File: config.mk
export PLATFORM = sky130hd
export DESIGN_NAME = muldiv
export DESIGN_NICKNAME = d
export VERILOG_FILES = /design/src/rtl/muldiv.sv
export SDC_FILE = /design/constraint.sdc
export NUM_CORES = 1
export LEC_CHECK = 0
export ABC_AREA = 1
export CORE_AREA = 5 5 125 174
export DETAILED_ROUTE_END_ITERATION = 10
export DIE_AREA = 0 0 130 179
export GPL_ROUTABILITY_DRIVEN = 0
export PLACE_DENSITY = 0.87
export REMOVE_ABC_BUFFERS = 1
export SYNTH_ARGS = -nofsm -noshare
export SYNTH_HDL_FRONTEND = slang
export SYNTH_SLANG_ARGS = --single-unit
File: constraint.sdc
create_clock -name clk -period 17.3 [get_ports clk]
set_clock_uncertainty 0.1 [all_clocks]
set_input_delay 2.595 -clock clk [delete_from_list [all_inputs] [get_ports clk]]
set_output_delay 2.595 -clock clk [all_outputs]
set_load 0.02 [all_outputs]
File: src/rtl/muldiv.sv
// Iterative 32-bit multiply/divide unit: radix-2 shift-add multiply, restoring divide.
// Define MULDIV_DIV_EN to build the divider; otherwise DIV/DIVU complete at once with zero results.
module muldiv (
    input  logic        clk,
    input  logic        rst,
    input  logic        start,
    input  logic [1:0]  op,
    input  logic [31:0] src_a,
    input  logic [31:0] src_b,
    input  logic        flush,
    output logic        busy,
    output logic        write_en,
    output logic [31:0] hi_write_data,
    output logic [31:0] lo_write_data
);

    localparam int DATA_W = 32;

    typedef enum logic [1:0] {IDLE, MUL, DIV, DONE} state_t;

    state_t              state_q, state_d;
    logic [4:0]          cnt_q, cnt_d;
    logic [2*DATA_W-1:0] acc_q, acc_d;
    logic [DATA_W-1:0]   opb_q, opb_d;
    logic                neg_q, neg_d;
    logic [DATA_W-1:0]   hi_q, hi_d;
    logic [DATA_W-1:0]   lo_q, lo_d;
    logic [2*DATA_W-1:0] step;
    logic [2*DATA_W-1:0] prod;
    logic                sgn;
`ifdef MULDIV_DIV_EN
    logic                rem_neg_q, rem_neg_d;
    logic                divz_q, divz_d;
    logic [DATA_W-1:0]   a_q, a_d;
`endif

    function automatic logic [DATA_W-1:0] mag(input logic [DATA_W-1:0] v, input logic is_signed);
        return (is_signed && v[DATA_W-1]) ? (~v + 1'b1) : v;
    endfunction

    function automatic logic [DATA_W-1:0] neg32(input logic [DATA_W-1:0] v, input logic en);
        return en ? (~v + 1'b1) : v;
    endfunction

    function automatic logic [2*DATA_W-1:0] neg64(input logic [2*DATA_W-1:0] v, input logic en);
        return en ? (~v + 1'b1) : v;
    endfunction

    // acc = {partial product, remaining multiplier bits}; one multiplier bit consumed per step
    function automatic logic [2*DATA_W-1:0] mul_step(input logic [2*DATA_W-1:0] acc,
                                                     input logic [DATA_W-1:0]   m);
        logic [DATA_W:0] sum;
        sum = {1'b0, acc[2*DATA_W-1:DATA_W]} + (acc[0] ? {1'b0, m} : {(DATA_W+1){1'b0}});
        return {sum, acc[DATA_W-1:1]};
    endfunction

`ifdef MULDIV_DIV_EN
    // acc = {partial remainder, dividend bits / quotient bits}; the partial remainder
    // is always below the divisor, so it never needs more than DATA_W bits after a step
    function automatic logic [2*DATA_W-1:0] div_step(input logic [2*DATA_W-1:0] acc,
                                                     input logic [DATA_W-1:0]   d);
        logic [2*DATA_W:0] sh;
        logic [DATA_W+1:0] trial;
        sh    = {acc, 1'b0};
        trial = {1'b0, sh[2*DATA_W:DATA_W]} - {2'b00, d};
        if (trial[DATA_W+1])
            return sh[2*DATA_W-1:0];
        else
            return {trial[DATA_W-1:0], sh[DATA_W-1:1], 1'b1};
    endfunction
`endif

    always_comb begin
        state_d = state_q;
        cnt_d   = cnt_q;
        acc_d   = acc_q;
        opb_d   = opb_q;
        neg_d   = neg_q;
        hi_d    = hi_q;
        lo_d    = lo_q;
        step    = '0;
        prod    = '0;
        sgn     = ~op[0];
`ifdef MULDIV_DIV_EN
        rem_neg_d = rem_neg_q;
        divz_d    = divz_q;
        a_d       = a_q;
`endif
        case (state_q)
            IDLE: begin
                if (start && !flush) begin
                    cnt_d = '0;
                    neg_d = sgn & (src_a[DATA_W-1] ^ src_b[DATA_W-1]);
                    if (!op[1]) begin
                        state_d = MUL;
                        acc_d   = {{DATA_W{1'b0}}, mag(src_b, sgn)};
                        opb_d   = mag(src_a, sgn);
                    end else begin
`ifdef MULDIV_DIV_EN
                        state_d   = DIV;
                        acc_d     = {{DATA_W{1'b0}}, mag(src_a, sgn)};
                        opb_d     = mag(src_b, sgn);
                        rem_neg_d = sgn & src_a[DATA_W-1];
                        divz_d    = (src_b == '0);
                        a_d       = src_a;
`else
                        state_d = DONE;
                        hi_d    = '0;
                        lo_d    = '0;
`endif
                    end
                end
            end
            MUL: begin
                if (flush) begin
                    state_d = IDLE;
                end else begin
                    step  = mul_step(acc_q, opb_q);
                    acc_d = step;
                    cnt_d = cnt_q + 5'd1;
                    if (cnt_q == 5'd31) begin
                        state_d      = DONE;
                        prod         = neg64(step, neg_q);
                        {hi_d, lo_d} = prod;
                    end
                end
            end
`ifdef MULDIV_DIV_EN
            DIV: begin
                if (flush) begin
                    state_d = IDLE;
                end else begin
                    step  = div_step(acc_q, opb_q);
                    acc_d = step;
                    cnt_d = cnt_q + 5'd1;
                    if (cnt_q == 5'd31) begin
                        state_d = DONE;
                        if (divz_q) begin
                            hi_d = a_q;
                            lo_d = '1;
                        end else begin
                            hi_d = neg32(step[2*DATA_W-1:DATA_W], rem_neg_q);
                            lo_d = neg32(step[DATA_W-1:0], neg_q);
                        end
                    end
                end
            end
`endif
            DONE:    state_d = IDLE;
            default: state_d = IDLE;
        endcase
    end

    always_ff @(posedge clk or posedge rst) begin
        if (rst) begin
            state_q <= IDLE;
            cnt_q   <= '0;
            acc_q   <= '0;
            opb_q   <= '0;
            neg_q   <= 1'b0;
            hi_q    <= '0;
            lo_q    <= '0;
`ifdef MULDIV_DIV_EN
            rem_neg_q <= 1'b0;
            divz_q    <= 1'b0;
            a_q       <= '0;
`endif
        end else begin
            state_q <= state_d;
            cnt_q   <= cnt_d;
            acc_q   <= acc_d;
            opb_q   <= opb_d;
            neg_q   <= neg_d;
            hi_q    <= hi_d;
            lo_q    <= lo_d;
`ifdef MULDIV_DIV_EN
            rem_neg_q <= rem_neg_d;
            divz_q    <= divz_d;
            a_q       <= a_d;
`endif
        end
    end

    // flush must suppress the HI/LO write in the very cycle it arrives
    assign busy          = (state_q != IDLE);
    assign write_en      = (state_q == DONE) && !flush;
    assign hi_write_data = hi_q;
    assign lo_write_data = lo_q;

endmodule

==> impl_metrics.tcl, run 1 <==
set metrics [dict create \
    wire_per_inst_microns 15.6 \
    fmax_ghz 0.155 \
    post-route-util 0.727 \
    hold_viol_final 0 \
    core_sq_um 19800 \
    start_util 0.624 \
    crit_family "buffers and inverters" \
    reg2reg_slack_ps 12830 \
    timing.hold.ws_ps 376 \
    grt_max_degree 99 \
    nNetsFinal 2084 \
    dieArea_sq_um 23300 \
    setup_viol 0 \
    die_h_microns 179 \
    startpoint_type "input pin" \
    synth_flop_cell "dfrtp_1" \
    tightest_slew_ps 1090 \
    antennaDiodeCount 0 \
    route.detailed.drc 0 \
    yosysUniqueCellTypes 48 \
    dieWidth_microns 130 \
    cts_tree "yes" \
    synth_enable_flop_cells 0 \
    ios 136 \
    rsz0062_at_grt "no" \
    p_per_area_nw_per_um2 167 \
    clock_sinks 168 \
    crit_required_ps 14610 \
    crit_chain "clkdlybuf4s50_1 > nor2_1 > clkdlybuf4s50_1" \
    track_usage 0.308 \
    async_flop_share 1.00 \
    cap_viol_max_count 0 \
    power.leakage_nw 7.34 \
    layout-drive-gt1-share 0.0548 \
    vdd_drop_max_mv 0.0883 \
    cts-root-buf "clkbuf_16" \
    fin_crit_sh 0.373 \
    rows 61 \
    synth_warnings 0 \
    grt_pass1_wl_microns 57300 \
    area_growth_pct 16.5 \
    final_area_sq_um 14400 \
    clkTransAtPathRegs_ps 60 \
    portBuffers 135 \
    critPathKind "input pin to output port" \
    grt_pass1_vias 12500 \
    dp_cells 2209 \
    synth_area_sq_um 12400 \
    drt_pre_antenna_iters 7 \
    tns_ps 0 \
    synthesis.instances 1870 \
    worst_ep_arrival_time_ps 3760 \
    cp_slowest_cell "clkdlybuf4s50_1" \
    slew_viol_final 0 \
    clk_path_buf_depth 2 \
    end_kind "output port" \
    post_cts_buffers 0 \
    gr-total-overflow 0 \
    htree_levels 4 \
    dpl_cell_area_sq_um 13900 \
    antenna_found_initial 0 \
    drt_wl_total_microns 35100 \
    clk_latency_ps 440 \
    synth_seq_area_share 0.339 \
    yosys_register_bits 168 \
    hpwl_microns 26200 \
    syn_area_per_cell_sq_um 6.63 \
    numCtsBuffers 17 \
    dr.first_iter.drc_count 863 \
    detail-route-antenna-nets 0 \
    critPathBufInv 2 \
    final.setup.worst_slack_ps 10840 \
    max_stage_delay_ps 610 \
    cts_hold_buf 0 \
    cts_resized 0 \
    detailedPlace.worstSlack_ps 10830 \
    outcome "completed" \
    vias 12700 \
    min_period_ps 6460 \
    path_max_fanout 3 \
    fin_cells 2241 \
    crit_path_frequent_cell "clkdlybuf4s50_1" \
    total_power_mw 2.40 \
    min_path_type "register to register" \
    maxSlewHeadroom 0.276 \
    viasPerCell 5.67 \
]
## flip-flops by register name, indices dropped and copies added, names as in the netlist
signal,cells
lo_write_data,32
state_q,2
opb_q,32
acc_q,64
hi_write_data,32
neg_q,1
cnt_q,5
## layout by cell type (no fill, tap or decap), types with 7 or more instances in the layout
cell / count
a21oi_1: 62
a22o_1: 10
a31oi_1: 7
clkbuf_16: 17
clkdlybuf4s50_1: 135
dfrtp_1: 167
ha_1: 37
inv_1: 242
inv_2: 10
nand2_1: 615
nand2_2: 19
nand3_1: 85
nand4_1: 16
nor2_1: 169
nor2_2: 17
nor3_1: 23
o211ai_1: 18
o21ai_0: 156
o21ai_1: 13
xnor2_1: 19
xor2_1: 58
## cells by family after synthesis
| group | Yosys count | synth area share |
|---|---|---|
| AOI/OAI and AO/OA | 296 | 0.135 |
| xor gates and xnor gates | 81 | 0.0597 |
| adders and majority gates | 38 | 0.0390 |
| buffers and inverters | 308 | 0.0942 |
| DFF | 168 | 0.339 |
| and+or+nand+nor | 979 | 0.332 |
## routing by layer
layer | vias to the layer above | track usage | share of wire
met4 | 0 | 0.209 | 0.068
met3 | 143 | 0.0420 | 0.050
met2 | 491 | 0.549 | 0.52
met5 | - | 0 | 0
met1 | 5908 | 0.335 | 0.36
li1 | 6174 | - | -
## Yosys cell counts, types with 7 or more instances
cell type	count	area, sq um
a21oi_1	62	310
a22o_1	10	87.6
a31oi_1	7	43.8
buf_2	9	45.0
clkbuf_1	42	158
dfrtp_1	168	4200
ha_1	37	463
inv_1	243	912
inv_2	10	37.5
nand2_1	615	2310
nand2_2	19	119
nand3_1	85	425
nand4_1	16	100
nor2_1	170	638
nor2_2	16	100
nor3_1	23	115
o211ai_1	18	135
o21ai_0	156	781
o21ai_1	13	65.1
xnor2_1	19	166
xor2_1	58	508
## path summary, 6_finish.rpt
kind | from | end | cells after the start
max | flush | write_en | 3
min | hi_write_data[29] | hi_write_data[29] | 2
max reg2reg | state_q[1] | lo_write_data[21] | 12
min reg2reg | hi_write_data[29] | hi_write_data[29] | 2
max in group asynchronous | rst | acc_q[51] | 3
min in group asynchronous | rst | cnt_q[4] | 2
## worst register-to-register path: stages (launching register included)
cell	delay, ps
dfrtp_1	420
nor2_4	610
inv_2	520
nor2_2	390
nor2_2	130
nor2_1	180
inv_2	40
buf_4	310
nor2_4	890
inv_2	430
a21oi_1	220
o21ai_0	110
nand2_1	70
## cell type report
type                    count  area (sq um)
multi-input cells        1394          7020
flip-flops and latches    168          4210
well taps                 252           315
clock inverters            12          95.1
inverters                 255           962
repair buffers            140          1390
clock buffers              20           447
fillers                  1636          5410
## where the power goes
part / switching [mW] / internal (mW)
sequential: 0.149 / 0.550
clock: 0.168 / 0.189
combinational: 0.869 / 0.479
total: 1.19 / 1.22
(Power assumes the default switching activity.)
==> inputs of run 2 (changes only) <==
--- a/config.mk
+++ b/config.mk
@@ -6,11 +6,11 @@
 export NUM_CORES = 1
 export LEC_CHECK = 0
 export ABC_AREA = 1
-export CORE_AREA = 5 5 125 174
+export CORE_AREA = 5 5 137 191
 export DETAILED_ROUTE_END_ITERATION = 10
-export DIE_AREA = 0 0 130 179
+export DIE_AREA = 0 0 142 196
 export GPL_ROUTABILITY_DRIVEN = 0
-export PLACE_DENSITY = 0.87
+export PLACE_DENSITY = 0.77
 export REMOVE_ABC_BUFFERS = 1
 export SYNTH_ARGS = -nofsm -noshare
 export SYNTH_HDL_FRONTEND = slang
==> constraint.sdc (replaced) <==
create_clock -name clk -period 5.93 [get_ports clk]
set_clock_uncertainty 0.1 [all_clocks]
set_input_delay 0.8895 -clock clk [delete_from_list [all_inputs] [get_ports clk]]
set_output_delay 0.8895 -clock clk [all_outputs]
set_load 0.02 [all_outputs]
==> run 2 against run 1 <==
Compared with the run above:
- flip-flop and latch count stayed put
- register-to-register slack got worse by 11000 ps
- critical path type is now register to register
- largest power group unchanged
- highest routed layer unchanged
- critical path depth rose by 17
- cell area up 1.1%
==> impl_metrics.tcl, run 2 (same netlist as run 1, synthesis figures left out) <==
set metrics [dict create \
    core_sq_um 24300 \
    fmax_ghz 0.274 \
    vias 12500 \
    regMostFlops "acc_q" \
    detail-route-antenna-nets 0 \
    rsz0062_at_grt "no" \
    crit_chain "nand2_1 > inv_1 > ha_1 > fa_1 > nand3_1 > nand3_1 > nand2_1 > nand2_1 > xnor2_1 > nand2_1 > inv_1 > nand2_1 > nor2_1 > nand2_1 > nor2_2 > nand2_1 > nand2_1 > nand2_1 > nand3_1 > nand2_1" \
    end_kind "register" \
    post_cts_buffers 0 \
    nNetsFinal 2087 \
    max_stage_delay_ps 720 \
    final.setup.worst_slack_ps 2280 \
    layout-drive-gt1-share 0.0553 \
    cp_slowest_cell "dfrtp_1" \
    drt_wl_total_microns 35900 \
    slew_viol_final 0 \
    drt_pre_antenna_iters 5 \
    final_cell_mix "nand2_1 (615), inv_1 (242), nor2_1 (169)" \
    htree_levels 4 \
    rows 68 \
    grt_pass1_wl_microns 59100 \
    cts_tree "yes" \
    gr-total-overflow 0 \
    vdd_drop_max_mv 0.269 \
    startpoint_type "register" \
    p_per_area_nw_per_um2 488 \
    fin_crit_sh 0.616 \
    timing.hold.ws_ps 380 \
    cap_viol_max_count 0 \
    grt_pass1_vias 12500 \
    clk_latency_ps 440 \
    crit_required_ps 6150 \
    worst_ep_arrival_time_ps 3870 \
    min_path_type "register to register" \
    p_int_mw 3.71 \
    post-route-util 0.600 \
    maxSlewHeadroom 0.304 \
    comb_power_share 0.551 \
    crit_path_frequent_cell "nand2_1" \
    fin_cells 2305 \
    final_common_cell "nand2_1" \
    tns_ps 0 \
    die_h_microns 196 \
    dr.first_iter.drc_count 881 \
    p_sw_mw 3.41 \
    crit_family "simple AND/OR/NAND/NOR gates" \
    track_usage 0.262 \
    hold_viol_final 0 \
    area_growth_pct 17.8 \
    outcome "completed" \
    grt_max_degree 87 \
    power.leakage_nw 7.39 \
    viasPerCell 5.41 \
    route.detailed.drc 0 \
    wire_per_inst_microns 15.6 \
    hpwl_microns 27400 \
    antenna_found_initial 0 \
    numCtsBuffers 17 \
    clkTransAtPathRegs_ps 70 \
    clock_power_share 0.163 \
    setup_viol 0 \
    critPathKind "register to register" \
    critPathBufInv 2 \
    cts-root-buf "clkbuf_16" \
    portBuffers 135 \
    cts_hold_buf 0 \
    ios 136 \
    clk_path_buf_depth 2 \
    antennaDiodeCount 0 \
    detailedPlace.worstSlack_ps 2270 \
    final.fill_count 2302 \
    dieArea_sq_um 27800 \
    dieWidth_microns 142 \
    start_util 0.509 \
    clock_sinks 168 \
    tightest_slew_ps 1040 \
    p_seq_frac 0.286 \
    path_max_fanout 33 \
    cts_resized 0 \
    largest_reg_flops 64 \
    min_period_ps 3650 \
    switching_share 0.479 \
    dp_cells 2275 \
]
## run 2: stage by stage
| stage | instance area [sq um] | total power [mW] |
|---|---|---|
| floorplan | 12200 | 4.59 |
| global placement | 14000 | 5.86 |
| detailed placement | 14000 | 5.93 |
| CTS | 14600 | 7.12 |
| global route | 14600 | 7.70 |
| finish | 14600 | 7.12 |
## run 2: metal layers
metal	up-vias	track usage	part of all wire
met5	-	0	0
met4	0	0.165	0.062
met3	133	0.0388	0.050
met2	419	0.467	0.51
met1	5757	0.287	0.38
li1	6154	-	-
## run 2: worst reg2reg max path, delay by kind of cell (launching register included)
kind,cells,cell delay [ps]
XOR/XNOR,1,370
adder cells (fa/ha/maj),2,670
buffers and inverters,2,120
flip-flops,1,720
AND/OR/NAND/NOR,15,1560
## run 2: final timing paths
check / slack, ps / cells after the start / from / to
worst max-delay path: 2280 / 20 / acc_q[0] / hi_write_data[31]
worst min-delay path: 380 / 2 / hi_write_data[20] / hi_write_data[20]
worst max register to register: 2280 / 20 / acc_q[0] / hi_write_data[31]
worst min register to register: 380 / 2 / hi_write_data[20] / hi_write_data[20]
max in group asynchronous: 3780 / 3 / rst / hi_write_data[19]
min in group asynchronous: 870 / 2 / rst / cnt_q[1]
## run 2: layout make-up
| class | count | area, sq um | area share |
|---|---|---|---|
| repair buffers | 143 | 1410 | 0.0967 |
| well taps | 315 | 394 | 0.0270 |
| inverters | 255 | 962 | 0.0659 |
| clock buffers | 23 | 488 | 0.0334 |
| flip-flops and latches | 168 | 4210 | 0.288 |
| multi-input cells | 1394 | 7020 | 0.481 |
| clock inverters | 7 | 116 | 0.00797 |
## run 2: power by group through the flow
stage	registers [mW]	clock network [mW]	logic, mW
4_1_cts	2.03	1.18	3.91
6_report	2.04	1.16	3.92
3_5_place_dp	2.04	0	3.89
2_1_floorplan	2.16	0	2.42
3_3_place_gp	2.04	0	3.82
5_1_grt	2.10	1.22	4.38
==> inputs of run 3 (changes only) <==
==> constraint.sdc (replaced) <==
create_clock -name clk -period 2.95 [get_ports clk]
set_clock_uncertainty 0.1 [all_clocks]
set_input_delay 0.4425 -clock clk [delete_from_list [all_inputs] [get_ports clk]]
set_output_delay 0.4425 -clock clk [all_outputs]
set_load 0.02 [all_outputs]
==> run 3 against run 2 <==
Compared with the run above:
- hold slack lost 50 ps
- sequential share of layout area fell by 3.2 points
- first-iteration DRC count rose by 31%
- sequential power is 100% higher
- routed wire length rose by 15%
- critical path type unchanged
- the flow now finishes with violations (negative setup slack)
- largest cell class unchanged
- cell area is 13% higher
- fmax rose by 15%
- register-to-register slack got worse by 2500 ps
- global-route usage is 2.5 points higher
==> impl_metrics.tcl, run 3 (same netlist as run 1, synthesis figures left out) <==
set metrics [dict create \
    layout-drive-gt1-share 0.173 \
    dpl_cell_area_sq_um 14900 \
    clk_path_buf_depth 2 \
    violations "negative setup slack" \
    grt_pass1_wl_microns 64800 \
    crit_chain "buf_12 > nand2_1 > inv_1 > ha_4 > nand2_1 > buf_4 > inv_1 > a21oi_1 > nand2_1 > inv_1 > nand3_2 > nand2_1 > nand2_1 > nor2_2 > nand2_1 > nor2_1 > nand3_1 > nand2_1 > nand3_1 > nand3_1 > nand2_1" \
    maxSlewHeadroom 0.557 \
    setup_viol 17 \
    outcome "finished with violations" \
    regMostFlops "acc_q" \
    track_usage 0.287 \
    grt_pass1_vias 13600 \
    htree_levels 4 \
    die_h_microns 196 \
    worst_ep_arrival_time_ps 3390 \
    comb_power_share 0.628 \
    drt_pre_antenna_iters 7 \
    numCtsBuffers 17 \
    power.leakage_nw 8.09 \
    wire_per_inst_microns 16.9 \
    fin_crit_sh 1.07 \
    p_seq_frac 0.239 \
    slew_viol_final 0 \
    antenna_found_initial 0 \
    portBuffers 135 \
    detailedPlace.worstSlack_ps -138 \
    grt_max_degree 59 \
    clk_latency_ps 450 \
    final_common_cell "nand2_1" \
    route.detailed.drc 0 \
    max_stage_delay_ps 470 \
    p_int_mw 9.22 \
    vdd_drop_max_mv 0.589 \
    cap_viol_max_count 0 \
    gr-total-overflow 0 \
    area_growth_pct 32.6 \
    antennaDiodeCount 0 \
    dr.first_iter.drc_count 1153 \
    drt_wl_total_microns 41300 \
    total_power_mw 17.4 \
    nNetsFinal 2221 \
    switching_share 0.471 \
    rows 68 \
    crit_path_frequent_cell "nand2_1" \
    rsz0062_at_grt "yes" \
    startpoint_type "register" \
    p_sw_mw 8.20 \
    ios 136 \
    cts-root-buf "clkbuf_16" \
    fmax_ghz 0.316 \
    hpwl_microns 29100 \
    tightest_slew_ps 664 \
    end_kind "register" \
    cts_tree "yes" \
    crit_required_ps 3180 \
    min_path_type "input pin to async pin" \
    core_sq_um 24300 \
    detail-route-antenna-nets 0 \
    cp_slowest_cell "dfrtp_2" \
    critPathKind "register to register" \
    cts_hold_buf 0 \
    vias 13500 \
    clkTransAtPathRegs_ps 80 \
    p_per_area_nw_per_um2 1060 \
    min_period_ps 3170 \
    clock_power_share 0.133 \
    path_max_fanout 16 \
    final_area_sq_um 16400 \
    crit_family "simple AND/OR/NAND/NOR gates" \
    clock_sinks 168 \
    start_util 0.509 \
    dieWidth_microns 142 \
    final_cell_mix "nand2_1 (580), inv_1 (240), dfrtp_1 (166)" \
    final.fill_count 2028 \
    dieArea_sq_um 27800 \
    final.setup.worst_slack_ps -217 \
    viasPerCell 5.55 \
    largest_reg_flops 64 \
    hold_viol_final 0 \
    critPathBufInv 5 \
]
-- run 3: worst reg2reg max path: stages (launching register included) --
cell and delay [ps]:
dfrtp_2 470, buf_12 180, nand2_1 60, inv_1 120, ha_4 240, nand2_1 120
buf_4 130, inv_1 30, a21oi_1 190, nand2_1 120, inv_1 120, nand3_2 170
nand2_1 140, nand2_1 130, nor2_2 140, nand2_1 80, nor2_1 100, nand3_1 80
nand2_1 90, nand3_1 80, nand3_1 90, nand2_1 50
-- run 3: area by class of cell --
class / instances / area (sq um) / share of cell area
repair buffers: 277 / 2500 / 0.152
clock inverters: 12 / 141 / 0.00861
well taps: 315 / 394 / 0.0240
inverters: 255 / 962 / 0.0586
multi-input cells: 1394 / 7780 / 0.473
flip-flops and latches: 168 / 4210 / 0.256
clock buffers: 20 / 447 / 0.0272
-- run 3: per-stage QoR --
stage                     cells  hold WS [ps]  utilization  TNS (ps)
after floorplan            1817           349            -   -387070
after global placement     2390           364        0.613     -83.8
after detailed placement   2390           367        0.613      -724
after CTS                  2432           349        0.653     -4.22
after global routing       2441           377        0.675     -6400
final                      2441           330        0.675     -2080
-- run 3: what timing repair did --
action / 4_1_cts / 5_1_grt
setup buffers: 10 / 8
gates resized for setup: 49 / 97
gates cloned: 0 / 1
pin swaps: 18 / 19
setup endpoints to repair: 19 / 26
-- run 3: final timing paths --
path	startpoint	end	slack, ps	depth (start not counted)
worst max-delay path	acc_q[0]	hi_write_data[30]	-220	21
worst min-delay path	rst	acc_q[48]	330	2
worst max register to register	acc_q[0]	hi_write_data[30]	-220	21
worst min register to register	hi_write_data[18]	hi_write_data[18]	380	2
max in group asynchronous	rst	acc_q[21]	1690	3
min in group clk	hi_write_data[18]	hi_write_data[18]	380	2
-- run 3: power groups by stage --
stage	Combinational [mW]	Clock, mW	Sequential [mW]
2_1_floorplan	4.87	0	4.34
3_3_place_gp	9.11	0	4.05
3_5_place_dp	9.27	0	4.08
4_1_cts	9.86	2.32	4.10
5_1_grt	11.9	2.42	4.27
6_report	10.9	2.32	4.16
-- run 3: per-layer routing --
layer	part of all wire	up-vias	global-route usage
met1	0.35	6268	0.309
li1	-	6444	-
met2	0.50	617	0.513
met3	0.061	217	0.0349
met5	0	-	0
met4	0.081	0	0.206
